[src/rtl/video_pkg.sv]
// Shared video definitions: scanline dim modes and the default colour width.
package video_pkg;

    localparam int unsigned DW_DEFAULT = 8;

    typedef enum logic [1:0] {
        SL_OFF = 2'd0,
        SL_25  = 2'd1,
        SL_50  = 2'd2,
        SL_75  = 2'd3
    } sl_mode_e;

endpackage

[src/rtl/scanline_dim.sv]
// Single-channel scanline attenuator; combinational, passes colour through when not enabled.
module scanline_dim
    import video_pkg::*;
#(
    parameter int unsigned DW = DW_DEFAULT
) (
    input  logic [DW-1:0] color,
    input  logic          en,
    input  sl_mode_e      mode,
    output logic [DW-1:0] color_c
);

    // Every mode is a pure right-shift or a subtract of a smaller value, so no overflow.
    always_comb begin
        color_c = color;
        if (en) begin
            case (mode)
                SL_OFF:  color_c = color;
                SL_25:   color_c = color - (color >> 2);
                SL_50:   color_c = color >> 1;
                SL_75:   color_c = color >> 2;
                default: color_c = color;
            endcase
        end
    end

endmodule

[src/rtl/scanline_fx.sv]
// CRT scanline emulation after the line doubler: dims odd lines, one-pixel pipeline.
// Optional horizontal blend before the dim stage when SCANLINE_FX_HBLEND_EN is defined.
module scanline_fx
    import video_pkg::*;
#(
    parameter int unsigned DW = DW_DEFAULT
) (
    input  logic          clk_sys,
    input  logic          rst_n,
    input  logic          ce_pix,
    input  logic [1:0]    scanlines,
    input  logic          hs_in,
    input  logic          vs_in,
    input  logic          hb_in,
    input  logic          vb_in,
    input  logic [DW-1:0] r_in,
    input  logic [DW-1:0] g_in,
    input  logic [DW-1:0] b_in,
    output logic          ce_pix_out,
    output logic          hs_out,
    output logic          vs_out,
    output logic          hb_out,
    output logic          vb_out,
    output logic [DW-1:0] r_out,
    output logic [DW-1:0] g_out,
    output logic [DW-1:0] b_out
);

    logic          hs_d;
    logic          vs_d;
    logic          line_odd;
    sl_mode_e      mode_r;

    logic          hs_rise_c;
    logic          vs_rise_c;
    logic          blank_c;
    logic          dim_en_c;
    logic [DW-1:0] src_r_c;
    logic [DW-1:0] src_g_c;
    logic [DW-1:0] src_b_c;
    logic [DW-1:0] dim_r_c;
    logic [DW-1:0] dim_g_c;
    logic [DW-1:0] dim_b_c;

    assign hs_rise_c = hs_in & ~hs_d;
    assign vs_rise_c = vs_in & ~vs_d;
    assign blank_c   = hb_in | vb_in;
    assign dim_en_c  = line_odd & ~blank_c;

    // Edge detect, line parity and frame-synchronous mode latch run every clk_sys.
    always_ff @(posedge clk_sys or negedge rst_n) begin
        if (!rst_n) begin
            hs_d     <= 1'b0;
            vs_d     <= 1'b0;
            line_odd <= 1'b0;
            mode_r   <= SL_OFF;
        end else begin
            hs_d <= hs_in;
            vs_d <= vs_in;
            if (vs_in) begin
                line_odd <= 1'b0;
            end else if (hs_rise_c) begin
                line_odd <= ~line_odd;
            end
            if (vs_rise_c) begin
                mode_r <= sl_mode_e'(scanlines);
            end
        end
    end

`ifdef SCANLINE_FX_HBLEND_EN
    logic [DW-1:0] prev_r;
    logic [DW-1:0] prev_g;
    logic [DW-1:0] prev_b;
    logic          prev_valid;

    function automatic logic [DW-1:0] blend(input logic [DW-1:0] a, input logic [DW-1:0] b);
        logic [DW:0] sum;
        sum = {1'b0, a} + {1'b0, b};
        return sum[DW:1];
    endfunction

    // Previous active pixel per channel; invalid across blanking so each line starts clean.
    always_ff @(posedge clk_sys or negedge rst_n) begin
        if (!rst_n) begin
            prev_r     <= '0;
            prev_g     <= '0;
            prev_b     <= '0;
            prev_valid <= 1'b0;
        end else if (blank_c) begin
            prev_valid <= 1'b0;
        end else if (ce_pix) begin
            prev_r     <= r_in;
            prev_g     <= g_in;
            prev_b     <= b_in;
            prev_valid <= 1'b1;
        end
    end

    assign src_r_c = prev_valid ? blend(r_in, prev_r) : r_in;
    assign src_g_c = prev_valid ? blend(g_in, prev_g) : g_in;
    assign src_b_c = prev_valid ? blend(b_in, prev_b) : b_in;
`else
    assign src_r_c = r_in;
    assign src_g_c = g_in;
    assign src_b_c = b_in;
`endif

    scanline_dim #(.DW(DW)) u_dim_r (
        .color   (src_r_c),
        .en      (dim_en_c),
        .mode    (mode_r),
        .color_c (dim_r_c)
    );

    scanline_dim #(.DW(DW)) u_dim_g (
        .color   (src_g_c),
        .en      (dim_en_c),
        .mode    (mode_r),
        .color_c (dim_g_c)
    );

    scanline_dim #(.DW(DW)) u_dim_b (
        .color   (src_b_c),
        .en      (dim_en_c),
        .mode    (mode_r),
        .color_c (dim_b_c)
    );

    // Output pipeline: one pixel of latency for colour, sync and blank alike.
    always_ff @(posedge clk_sys or negedge rst_n) begin
        if (!rst_n) begin
            ce_pix_out <= 1'b0;
            hs_out     <= 1'b0;
            vs_out     <= 1'b0;
            hb_out     <= 1'b0;
            vb_out     <= 1'b0;
            r_out      <= '0;
            g_out      <= '0;
            b_out      <= '0;
        end else begin
            ce_pix_out <= ce_pix;
            if (ce_pix) begin
                hs_out <= hs_in;
                vs_out <= vs_in;
                hb_out <= hb_in;
                vb_out <= vb_in;
                r_out  <= blank_c ? '0 : dim_r_c;
                g_out  <= blank_c ? '0 : dim_g_c;
                b_out  <= blank_c ? '0 : dim_b_c;
            end
        end
    end

endmodule

[config.mk]
export PLATFORM = sky130hd
export DESIGN_NAME = scanline_fx
export DESIGN_NICKNAME = d
export VERILOG_FILES = /design/src/rtl/video_pkg.sv /design/src/rtl/scanline_dim.sv /design/src/rtl/scanline_fx.sv
export SDC_FILE = /design/constraint.sdc
export NUM_CORES = 1
export LEC_CHECK = 0
export BUFFER_PORTS_ARGS = -buffer_cell sky130_fd_sc_hd__buf_2
export CAP_MARGIN = 15
export CORE_ASPECT_RATIO = 1.2
export CORE_MARGIN = 3
export CORE_UTILIZATION = 57
export CTS_BUF_LIST = sky130_fd_sc_hd__clkbuf_4
export DETAILED_ROUTE_END_ITERATION = 16
export GPL_TIMING_DRIVEN = 0
export PLACE_DENSITY = 0.93
export SLEW_MARGIN = 20
export SYNTH_ARGS = -nofsm -noshare
export SYNTH_HDL_FRONTEND = slang
export SYNTH_SLANG_ARGS = --single-unit
export TNS_END_PERCENT = 1
[constraint.sdc]
create_clock -name clk_sys -period 1.95 [get_ports clk_sys]
set_input_delay 0.0975 -clock clk_sys [delete_from_list [all_inputs] [get_ports clk_sys]]
set_output_delay 0.0975 -clock clk_sys [all_outputs]
set_load 0.01 [all_outputs]
---- Word-level counts from Yosys, hierarchy flattened ----
Cells that the tools add are included.
word-level totals
  bits in registers ....................... 34
  logic and storage cells ................. 39
cells by class
  eq/ne operators ......................... 3
  add/sub/neg operators ................... 3
  muxes and demuxes ....................... 11
  reductions and logical operators ........ 2
  bitwise gates (word level) .............. 8
operators with widths
  kind                                                             number
  8-bit case mux with 4 select lines                               3
  8-bit two-way mux                                                6
  8-bit by 6-bit subtractor with 8-bit output                      3
  2-bit == test, second input constant                             2
  1-bit NOT                                                        4
  1-bit AND                                                        3
  2-bit by 1-bit == test with 1-bit output, second input constant  1
  2-bit zero test                                                  1
  1-bit two-way mux                                                2
  2-bit nonzero test                                               1
  1-bit OR                                                         1

---- Longest topological paths before layout ----
  depth after elaboration ................. 5
  depth in mapped cells ................... 9
  gate-level depth less buffers ........... 9

---- Modules after synthesis ----
Synthesis repeated with hierarchy kept, for this count alone.
unflattened totals
  cells, all modules ...................... 408
  area total of the unflattened synthesis .. 3340.7 sq um
by module, submodules not included
  module        cells each  area each (sq um)  times used  seq. area each (sq um)
  scanline_dim  93          614.3              3           0.0
  scanline_fx   129         1497.7             1           850.8

---- Least setup slack after synthesis ----
OpenSTA, ideal clock, no wires.
  path type ............................... input to register
  start ................................... input port r_in[0]
  end ..................................... register r_out[6]
  data arrival time ....................... 1.602 ns
  library setup time ...................... 0.125 ns
  data required time ...................... 1.825 ns
  slack ................................... 0.223 ns
  stages on the path ...................... 9
  path through ............................ inv_1 -> ha_1 -> inv_1 -> fa_1 -> a211oi_1 -> o21ai_0 -> and3_1 -> nor4_1 -> o2bb2ai_1
on the way
  word-level cells in the longest chain between the ends .. 4
RTL lines
  item                                         line                text
  start, declared                              scanline_fx.sv:16   input logic [DW-1:0] r_in,
  8-bit by 6-bit subtractor with 8-bit output  scanline_dim.sv:19  SL_25: color_c = color - (color >> 2);
  8-bit case mux with 4 select lines           scanline_dim.sv:17  case (mode)
  8-bit two-way mux                            scanline_dim.sv:16  if (en) begin
  8-bit two-way mux                            scanline_fx.sv:148  r_out <= blank_c ? '0 : dim_r_c;
  end signal, assigned                         scanline_fx.sv:148
  end, declared                                scanline_fx.sv:24   output logic [DW-1:0] r_out,
No other way between the ends.
A chain may end at the register's enable or synchronous reset.

---- Worst setup path after layout ----
  start ................................... register line_odd
  end ..................................... register r_out[3]
on the way
  word-level cells in the longest chain between the ends .. 3
RTL lines
  item                    line                text
  start, declared         scanline_fx.sv:31   logic line_odd;
  start signal, assigned  scanline_fx.sv:63   line_odd <= ~line_odd;
  1-bit AND               scanline_fx.sv:48   assign dim_en_c = line_odd & ~blank_c;
  8-bit two-way mux       scanline_dim.sv:16
  8-bit two-way mux       scanline_fx.sv:148
No other way between the ends.

==> results.md <==
* Max transition margin at 0.472
* Synth-to-layout area growth at 19.1%
* Distinct cell type count after synthesis at 49
* Worst stage delay on the critical path at 0.49 ns
* Share of layout cells above drive strength 1 at 0.231
* Hold worst-path end: r_out[4]$_DFFE_PN0P_
* Worst-Skew Late Latency at 0.35 ns
* Mux cell area share after synthesis at 0.0362
* Max FO, Critical Path at 10
* GRT Util Overall at 0.282
* Share of the synthesized area in the top cell type at 0.308
* WP data arrival at 2.07 ns
* Worst setup SP type: flop
* Hold Startpoint: r_in[4]
* FILL cells at 356
* Clk pin slew, worst setup/hold paths at 0.12 ns
* Routed WL at 7.88 mm
* Via count at 2916
* Final ANT Viol Nets at 0
* Worst-case clock skew at 0.00373 ns
* Initial core utilization at 0.597
* Setup CP Type: flop to flop
* Final Hold Vio Count at 0
* Worst slew pin tran at 0.791 ns
* Worst r2r path cells at 5
* Flop2flop setup slack at 0.11 ns
* Critical path endpoint category: flop
* Top post-synthesis cells by area: dfrtp_1, ha_1, o21ai_0, nor2_1, a21oi_1
* Maxcap violations at 0
* CTS H-Tree Depth at 2
* Die X at 69.6 um
* Largest net degree at the start of global routing at 35
* # setup viols final at 0
* Seq/Total Area, Yosys at 0.308
* CTS Sinks at 34
* Cts bufs inserted at 5
* Antenna fix cells at 0
* Die area at 0.00572 mm2
* Commonest non-fill, non-tap cell in the layout: buf_2
* Post-DR wirelength/cell at 17.1 um
* CP max-delay cell: dfrtp_1
* Compound-cell area share of the yosys netlist at 0.309
* Xor-xnor portion of the synthesized cell area at 0.0127
* Tmin final at 1.84 ns
* Post-DP Area at 0.00314 mm2
* Vias per inst at 6.33
* Worst path required time at 2.18 ns
* PwrDens at 623 mW/mm2
* HP Class: input port to flop
* Syn Inst Count at 328
* CP bufs+invs at 1
* Die Span Y at 82.3 um
* CP Cell Sequence: nor3b_4 -> nand2_1 -> clkbuf_2 -> a32oi_1 -> o21ai_0
* Max frequency at 545 MHz
* Run status: finished, final reports clean
* Post-Syn Area at 0.00276 mm2
* 1st-iter DRT viols at 284
* Clock Path Buffers at 2
* Hold depth at 3
* Vias in the first global route at 2840
* I/O Buffers at 61
* Ys flop type: dfrtp_1
* Area share of fa/ha/maj cells after synthesis at 0.103
* Synth area leader: dfrtp_1
* Largest family of logic cells by synthesized area: compound AO/OA/AOI/OAI gates
* Setup TNS at 0 ns
* Capture point of the worst reg-to-reg path: r_out[3]$_DFFE_PN0P_
* Final routed DRC violation total at 0
* CTS tree: built
* Layout Cells excl Fill at 461
* Root Driver: clkbuf_4
* VDD IR max at 471 uV
* Post-synth EDFFs at 0
* Ys async rst share at 1.00
* Slew Limit Fails at 0
* Core Util, Final at 0.711
* Setup ws final at 0.114 ns
* Seq cells post-synth at 34
* Detailed placement HPWL at 5.77 mm
* First-pass GRT wire length at 12.9 mm
* # rows at 27
* R2R Path Start: line_odd$_DFFE_PN0P_
* Ys Warns at 0
* Crit path max-delay family: simple AND/OR/NAND/NOR gates
* Final Wtd Congestion at 0.953
* Design area at 0.00329 mm2
* Nets@finish at 456
* Dpl cells at 447
* IO Count at 62
* Syn Nets at 382
* Synth Area in Simple Gates at 0.172
* Static leakage at 0.00156 uW
* Avg Inst Size Synth at 8.43 um2
* Period utilization at 0.941
* Initial antenna violation count at 0
* DR pass1 iterations at 5
* RSZ-0062 raised after global routing: false
* Most frequent cells in the layout: buf_2, dfrtp_1, nor2_1, o21ai_0, nand2_1
* Core area at 0.00463 mm2
* Dpl ws at -0.134 ns
* Congestion Overflow GR at 0
-- kinds of logic (layout without fill, tap and decap cells) --
| family | Yosys count | count (layout) |
|---|---|---|
| AO/OA/AOI/OAI | 125 | 125 |
| buffers and inverters | 40 | 115 |
| flip-flops | 34 | 34 |
| AND/OR/NAND/NOR | 95 | 95 |
| multiplexers | 9 | 9 |
| adder cells (fa/ha/maj) | 21 | 21 |
| XOR/XNOR | 4 | 4 |
-- synthesized netlist by cell type, types with 7 or more instances --
library cell	n
nor2_1	33
dfrtp_1	34
a32oi_1	9
clkbuf_1	9
nand2_1	24
mux2_2	8
a21oi_1	20
inv_1	23
ha_1	18
o21ai_0	33
nor3_1	7
a211oi_1	13
o2bb2ai_1	8
-- how the worst max path moves through the flow --
stage	cells after the start	start	end
after floorplan	9	r_in[0]	r_out[6]$_DFFE_PN0P_
after global placement	10	r_in[0]	r_out[6]$_DFFE_PN0P_
after detailed placement	10	r_in[0]	r_out[6]$_DFFE_PN0P_
after CTS	5	line_odd$_DFFE_PN0P_	r_out[3]$_DFFE_PN0P_
after global routing	5	line_odd$_DFFE_PN0P_	r_out[3]$_DFFE_PN0P_
final	5	line_odd$_DFFE_PN0P_	r_out[3]$_DFFE_PN0P_
-- metal layers --
metal	global-route usage	up-vias	part of all wire
met3	0.0424	34	0.082
li1	-	1373	-
met1	0.331	1349	0.40
met5	0	-	0
met4	0.125	0	0.027
met2	0.515	160	0.49
-- cell type report --
type | count | area (um2) | share of cell area
clock inverters | 3 | 45.0 | 0.0137
multi-input cells | 254 | 1750 | 0.531
repair buffers | 68 | 373 | 0.113
clock buffers | 5 | 37.5 | 0.0114
inverters | 23 | 86.3 | 0.0262
flip-flops and latches | 34 | 851 | 0.258
plain buffers | 16 | 77.6 | 0.0236
well taps | 58 | 72.6 | 0.0220
-- what timing repair did --
item                                    in CTS  in global routing
endpoints found under the hold margin       40                  0
setup buffers                                0                  1
endpoints found under the setup margin       0                 13
resized for setup                            0                  5
hold buffers                                 6                  0
-- per-stage QoR --
step,total power (uW),hold slack [ns]
CTS,2040,0.0469
floorplan,1260,-0.198
finish,2050,0.0489
detailed placement,1500,0.214
global placement,1480,0.214
global route,2160,0.0637
-- registers in the layout (all words and copies together), names as in the netlist --
signal      flops
hs_out          1
vs_out          1
g_out           8
r_out           8
mode_r          2
hs_d            1
b_out           8
vb_out          1
ce_pix_out      1
hb_out          1
vs_d            1
line_odd        1
-- worst register-to-register path, cell delays in order (launching register included) --
cell and delay (ns):
dfrtp_1 0.49, nor3b_4 0.37, nand2_1 0.24, clkbuf_2 0.27, a32oi_1 0.25, o21ai_0 0.11
-- power breakdown --
| group | internal (uW) | total, uW | switching (uW) |
|---|---|---|---|
| clock | 269 | 535 | 267 |
| sequential | 757 | 787 | 30.1 |
| combinational | 287 | 728 | 441 |
| total | 1310 | 2050 | 738 |
Note: power is estimated with default switching activity, not from simulation.
